$ cat config.mk
export PLATFORM = sky130hd
export DESIGN_NAME = pcint_ctrl
export DESIGN_NICKNAME = d
export VERILOG_FILES = /design/src/rtl/pcint_pkg.sv /design/src/rtl/pcint_group.sv /design/src/rtl/pcint_ctrl.sv
export SDC_FILE = /design/constraint.sdc
export NUM_CORES = 1
export LEC_CHECK = 0
export CAP_MARGIN = 20
export CORE_MARGIN = 4
export CORE_UTILIZATION = 44
export CTS_CLUSTER_SIZE = 25
export DETAILED_ROUTE_END_ITERATION = 10
export HOLD_SLACK_MARGIN = 0.08
export PLACE_DENSITY = 0.73
export SETUP_SLACK_MARGIN = 0.02
export SLEW_MARGIN = 10
export SYNTH_ARGS = -nofsm -noshare
export SYNTH_HDL_FRONTEND = slang
export SYNTH_HIERARCHICAL = 1
export SYNTH_SLANG_ARGS = --single-unit
$ cat constraint.sdc
create_clock -name cp2 -period 5 [get_ports cp2]
set_clock_uncertainty 0.1 [all_clocks]
set_input_delay 0.75 -clock cp2 [delete_from_list [all_inputs] [get_ports cp2]]
set_output_delay 0.75 -clock cp2 [all_outputs]
set_load 0.005 [all_outputs]
$ cat src/rtl/pcint_pkg.sv
// Shared constants for the pin-change interrupt controller.
package pcint_pkg;

    localparam int unsigned NUM_GRP = 4;

    localparam int unsigned GRP_B = 0;
    localparam int unsigned GRP_C = 1;
    localparam int unsigned GRP_D = 2;
    localparam int unsigned GRP_E = 3;

    localparam int unsigned WIDTH_B = 8;
    localparam int unsigned WIDTH_C = 7;
    localparam int unsigned WIDTH_D = 8;
    localparam int unsigned WIDTH_E = 4;

    localparam logic [5:0] DEF_PCIFR_IO_ADDR  = 6'h1B;
    localparam logic [7:0] DEF_PCICR_DM_ADDR  = 8'h68;
    localparam logic [7:0] DEF_PCMSK0_DM_ADDR = 8'h6B;
    localparam logic [7:0] DEF_PCMSK1_DM_ADDR = 8'h6C;
    localparam logic [7:0] DEF_PCMSK2_DM_ADDR = 8'h6D;
    localparam logic [7:0] DEF_PCMSK3_DM_ADDR = 8'h73;

endpackage

$ cat src/rtl/pcint_group.sv
// One pin-change group: input synchronizer, change detect, masked OR and PCIF flag.
module pcint_group #(
    parameter int unsigned WIDTH       = 8,
    parameter int unsigned SYNC_STAGES = 2
) (
    input  logic             clk,
    input  logic             rst_n,
    input  logic [WIDTH-1:0] din,
    input  logic [WIDTH-1:0] mask,
    input  logic             ack,
    input  logic             sw_clr,
    output logic             flag
);

    logic [WIDTH-1:0] sync_q [SYNC_STAGES];
    logic [WIDTH-1:0] prev_q;
    logic [WIDTH-1:0] s;
    logic             ev;

    assign s  = sync_q[SYNC_STAGES-1];
    assign ev = |((s ^ prev_q) & mask);

    // Synchronizer chain and previous-value tracker (tracks regardless of mask).
    always_ff @(posedge clk) begin
        if (!rst_n) begin
            for (int i = 0; i < int'(SYNC_STAGES); i++) begin
                sync_q[i] <= '0;
            end
            prev_q <= '0;
        end else begin
            sync_q[0] <= din;
            for (int i = 1; i < int'(SYNC_STAGES); i++) begin
                sync_q[i] <= sync_q[i-1];
            end
            prev_q <= s;
        end
    end

    // Flag: a detected event beats any simultaneous acknowledge or software clear.
    always_ff @(posedge clk) begin
        if (!rst_n) begin
            flag <= 1'b0;
        end else if (ev) begin
            flag <= 1'b1;
        end else if (ack) begin
            flag <= 1'b0;
        end else if (sw_clr) begin
            flag <= 1'b0;
        end
    end

endmodule

$ cat src/rtl/pcint_ctrl.sv
// Pin-change interrupt controller for ports B/C/D/E: register file, read muxes, group instances.
module pcint_ctrl
    import pcint_pkg::*;
#(
    parameter int unsigned SYNC_STAGES    = 2,
    parameter logic [5:0]  PCIFR_IO_ADDR  = DEF_PCIFR_IO_ADDR,
    parameter logic [7:0]  PCICR_DM_ADDR  = DEF_PCICR_DM_ADDR,
    parameter logic [7:0]  PCMSK0_DM_ADDR = DEF_PCMSK0_DM_ADDR,
    parameter logic [7:0]  PCMSK1_DM_ADDR = DEF_PCMSK1_DM_ADDR,
    parameter logic [7:0]  PCMSK2_DM_ADDR = DEF_PCMSK2_DM_ADDR,
    parameter logic [7:0]  PCMSK3_DM_ADDR = DEF_PCMSK3_DM_ADDR
) (
    input  logic       cp2,
    input  logic       ireset,
    input  logic [5:0] IO_Addr,
    input  logic       iore,
    input  logic       iowe,
    input  logic [7:0] dbus_in,
    output logic [7:0] dbus_out,
    output logic       out_en,
    input  logic [7:0] ramadr,
    input  logic       ramre,
    input  logic       ramwe,
    output logic [7:0] dm_dbus_out,
    output logic       dm_out_en,
    input  logic [7:0] DIB_i,
    input  logic [6:0] DIC_i,
    input  logic [7:0] DID_i,
    input  logic [3:0] DIE_i,
    output logic [7:0] PCINT_B,
    output logic [6:0] PCINT_C,
    output logic [7:0] PCINT_D,
    output logic [3:0] PCINT_E,
    output logic [3:0] PCIE,
    output logic [3:0] pcint_irq,
    input  logic [3:0] pcint_ack
);

    logic [3:0] pcicr_q;
    logic [7:0] pcmsk0_q;
    logic [6:0] pcmsk1_q;
    logic [7:0] pcmsk2_q;
    logic [3:0] pcmsk3_q;
    logic [NUM_GRP-1:0] pcif;
    logic [NUM_GRP-1:0] sw_clr;
    logic pcifr_hit;

    assign pcifr_hit = (IO_Addr == PCIFR_IO_ADDR);
    assign sw_clr    = (iowe && pcifr_hit) ? dbus_in[NUM_GRP-1:0] : '0;

    // Control and mask registers; unimplemented bits are simply not stored.
    always_ff @(posedge cp2) begin
        if (!ireset) begin
            pcicr_q  <= '0;
            pcmsk0_q <= '0;
            pcmsk1_q <= '0;
            pcmsk2_q <= '0;
            pcmsk3_q <= '0;
        end else if (ramwe) begin
            if (ramadr == PCICR_DM_ADDR)  pcicr_q  <= dbus_in[3:0];
            if (ramadr == PCMSK0_DM_ADDR) pcmsk0_q <= dbus_in;
            if (ramadr == PCMSK1_DM_ADDR) pcmsk1_q <= dbus_in[6:0];
            if (ramadr == PCMSK2_DM_ADDR) pcmsk2_q <= dbus_in;
            if (ramadr == PCMSK3_DM_ADDR) pcmsk3_q <= dbus_in[3:0];
        end
    end

    pcint_group #(.WIDTH(WIDTH_B), .SYNC_STAGES(SYNC_STAGES)) u_grp_b (
        .clk(cp2), .rst_n(ireset), .din(DIB_i), .mask(pcmsk0_q),
        .ack(pcint_ack[GRP_B]), .sw_clr(sw_clr[GRP_B]), .flag(pcif[GRP_B])
    );
    pcint_group #(.WIDTH(WIDTH_C), .SYNC_STAGES(SYNC_STAGES)) u_grp_c (
        .clk(cp2), .rst_n(ireset), .din(DIC_i), .mask(pcmsk1_q),
        .ack(pcint_ack[GRP_C]), .sw_clr(sw_clr[GRP_C]), .flag(pcif[GRP_C])
    );
    pcint_group #(.WIDTH(WIDTH_D), .SYNC_STAGES(SYNC_STAGES)) u_grp_d (
        .clk(cp2), .rst_n(ireset), .din(DID_i), .mask(pcmsk2_q),
        .ack(pcint_ack[GRP_D]), .sw_clr(sw_clr[GRP_D]), .flag(pcif[GRP_D])
    );
    pcint_group #(.WIDTH(WIDTH_E), .SYNC_STAGES(SYNC_STAGES)) u_grp_e (
        .clk(cp2), .rst_n(ireset), .din(DIE_i), .mask(pcmsk3_q),
        .ack(pcint_ack[GRP_E]), .sw_clr(sw_clr[GRP_E]), .flag(pcif[GRP_E])
    );

    assign PCINT_B   = pcmsk0_q;
    assign PCINT_C   = pcmsk1_q;
    assign PCINT_D   = pcmsk2_q;
    assign PCINT_E   = pcmsk3_q;
    assign PCIE      = pcicr_q;
    assign pcint_irq = pcif & pcicr_q;

    // I/O-space read of PCIFR.
    always_comb begin
        out_en   = iore && pcifr_hit;
        dbus_out = 8'h00;
        if (out_en) dbus_out = {4'h0, pcif};
    end

    // Data-memory read mux for PCICR and the mask registers.
    always_comb begin
        dm_out_en   = 1'b0;
        dm_dbus_out = 8'h00;
        if (ramre) begin
            dm_out_en = 1'b1;
            if (ramadr == PCICR_DM_ADDR)       dm_dbus_out = {4'h0, pcicr_q};
            else if (ramadr == PCMSK0_DM_ADDR) dm_dbus_out = pcmsk0_q;
            else if (ramadr == PCMSK1_DM_ADDR) dm_dbus_out = {1'b0, pcmsk1_q};
            else if (ramadr == PCMSK2_DM_ADDR) dm_dbus_out = pcmsk2_q;
            else if (ramadr == PCMSK3_DM_ADDR) dm_dbus_out = {4'h0, pcmsk3_q};
            else                               dm_out_en   = 1'b0;
        end
    end

endmodule

==> run metrics <==
DR pass1 iterations 4; critical hold path startpoint u_grp_e/sync_q[0][1]$_SDFF_PN0_; nets@finish ~600; max incr delay on CP around 680 ps; Hold WS between 300 and 400 ps; reg2reg end u_grp_b/flag$_SDFFE_PN0P_; Setup violations, final 0; layout cells sized above 1 7.89%; worst setup margin between 1000 and 1500 ps; yosys synthesis warning count 6; RSZ-0062 raised after global routing no; Synth cell types 44; utilization after layout between 60 and 70%; most frequent cell after synthesis dfxtp_1; largest net degree at the start of global routing between 70 and 80; cell taking the most area after synthesis dfxtp_1; status finished clean; # rows 36; startpoint types input port; Final Cycle Share 78.0%; PortBufs 107; ys flop type dfxtp_1; Die Width roughly 110 um; # Post-CTS Setup Buffers 0; clock latency on the worst-skew pair about 500 ps; Filler Cell Count a little under 900; Synth top cells by count dfxtp_1, and2_1, nor2b_1, mux2i_1, xor2_1; R2R Setup Slk ~3700 ps; CTS Hold Bufs 0; f_max approximately 260 MHz; arrival time at the worst endpoint just over 3000 ps; grt ovf 0; Max-slew headroom 36.9%; cts repair resizes 0; remaining antenna violation count 0; syn avg cell area ~10 um^2; Num Clock Sinks 116; synthesized cell area between 4000 and 5000 um^2; Via density around 4.9; Area Overhead vs Synth 37.4%; PD cells roughly 360 nW/um^2; CP max-delay cell clkdlybuf4s50_1; antenna violations before repair 0; Max Cap Violations 0; Final Wtd Congestion between 0.8 and 0.9; Via Count 3301; Hold EP u_grp_e/sync_q[0][5]$_SDFF_PN0_; top cell type's share of synthesized area 52.0%; CP bufs+invs 2; CTS Root Cell clkbuf_8; worst slack at placement ~1100 ps; initial core utilization 45.5%; top cells by area, synth dfxtp_1, and2_1, mux2i_1; CP cell instances clkdlybuf4s50_1 -> and4b_1 -> and2_4 -> a221o_1 -> a32o_1 -> clkdlybuf4s50_1; Seq/Total Area, Yosys a little over half; gr usage total between 10% and 20%; CP max FO 11; CTS Buf Count 17; vias in the first global route ~3300; Die Area between 10000 and 15000 um^2; Crit Path Class input port to output port; global-route wire length before repair 17700 um; CORE AREA 9820 um^2; TritonCTS clock tree yes; asr flop ratio synth 0%; clock-pin slew on the worst setup and hold paths approximately 60 ps; Routed WL 11300 um; initial DRC count around 140; Ports roughly 110; DRC Markers 0; CP endpoint kind output port; number of flops mapped to enable cells by yosys 0; Hold Path Stages 1; Post-DP HPWL between 8000 and 9000 um; Fin Setup TNS 0 ps; synthesized instance count between 400 and 500; WL/cell ~17 um; VDD IR max ~0.00022 V; ant diodes 0; overall die height 109 um; clock tree buffer depth 2; H-tree lvl count 4; static leakage around 2.6 nW; Worst Tran Pin Value approximately 950 ps; minimum clock period 3900 ps; Final Hold Viols 0; Hold Crit Class flop to flop; Worst EP required slightly above 4000 ps; most used cell, CP clkdlybuf4s50_1; flops & latches, synth between 100 and 150; Reg-to-Reg Start u_grp_b/sync_q[0][8]$_SDFF_PN0_; worst r2r path cells 4; pins over their slew limit 0; Crit path max-delay family buffers and inverters
==> worst reg2reg max path, stage by stage, from the launching register on <==
cell and delay, ps:
dfxtp_1 320, xor2_1 140, a22o_1 230, a221oi_2 220, a31oi_1 120
==> how the worst max path moves through the flow <==
stage / from / end / cells past startpoint
6_report: ramadr[2] / dm_dbus_out[1] / 6
5_1_grt: ramadr[0] / dm_dbus_out[3] / 6
4_1_cts: ramadr[0] / dm_dbus_out[3] / 6
3_5_place_dp: ramadr[0] / dm_dbus_out[3] / 6
3_3_place_gp: ramadr[0] / dm_dbus_out[3] / 6
2_1_floorplan: ramadr[0] / dm_dbus_out[1] / 7
==> sequential cells by signal (all words and copies together), names as in the netlist, 8 cells and up <==
name,cells
PCINT_D,8
u_grp_d/sync_q,16
u_grp_b/prev_q,8
u_grp_d/prev_q,8
PCINT_B,8
u_grp_c/sync_q,14
u_grp_b/sync_q,16
u_grp_e/sync_q,8
==> metal layers <==
metal  global-route usage (%)  vias to the layer above  part of all wire, %
met4                     6.85                        0                 0.91
met2                     31.3                      110                   47
met1                     25.4                     1538                   45
met5                        0                        -                    0
li1                         -                     1645                    -
met3                     6.10                        8                  7.0
==> report_power, final <==
group	internal, mW	switching, mW	leakage [nW]	total, mW
combinational	0.0706	0.0499	1.44	0.120
sequential	0.951	0.00975	0.948	0.961
clock	0.674	0.430	0.257	1.10
total	1.70	0.490	2.65	2.19
==> cells in the final DEF (no fill, tap or decap), types with 6 or more instances in the layout <==
cell	count
clkbuf_16	16
o21ai_0	10
inv_1	6
and3_1	11
xor2_1	27
nor2b_1	30
nor2_1	12
mux2i_1	27
dfxtp_1	116
a22oi_1	9
nand3_1	7
and2_1	86
clkdlybuf4s50_1	106
nand2_1	12
==> kinds of logic (layout without fill, tap and decap cells) <==
group,count (synthesis),count (layout),share of synthesized area [%]
xor+xnor,27,27,5.30
buf+inv,30,146,3.70
simple gates,176,176,24.3
other cells,1,4,0.0840
flops,116,116,52.0
compound gates,49,49,8.55
mux,27,27,6.06
==> cell type report <==
| class | instances | area, um^2 | share of cell area (%) |
|---|---|---|---|
| flip-flops and latches | 116 | 2320 | 37.9 |
| repair buffers | 109 | 1080 | 17.6 |
| clock inverters | 13 | 125 | 2.04 |
| inverters | 6 | 22.5 | 0.367 |
| clock buffers | 18 | 428 | 6.98 |
| multi-input cells | 283 | 1990 | 32.4 |
| well taps | 133 | 166 | 2.71 |
==> metrics by stage <==
step	instances	power [mW]	cell area (um^2)
2_1_floorplan	429	1.04	4470
3_3_place_gp	647	1.10	5580
3_5_place_dp	647	1.10	5580
4_1_cts	678	2.21	6130
5_1_grt	678	2.27	6130
6_report	678	2.19	6130
Power figures use the tool's default switching activity.
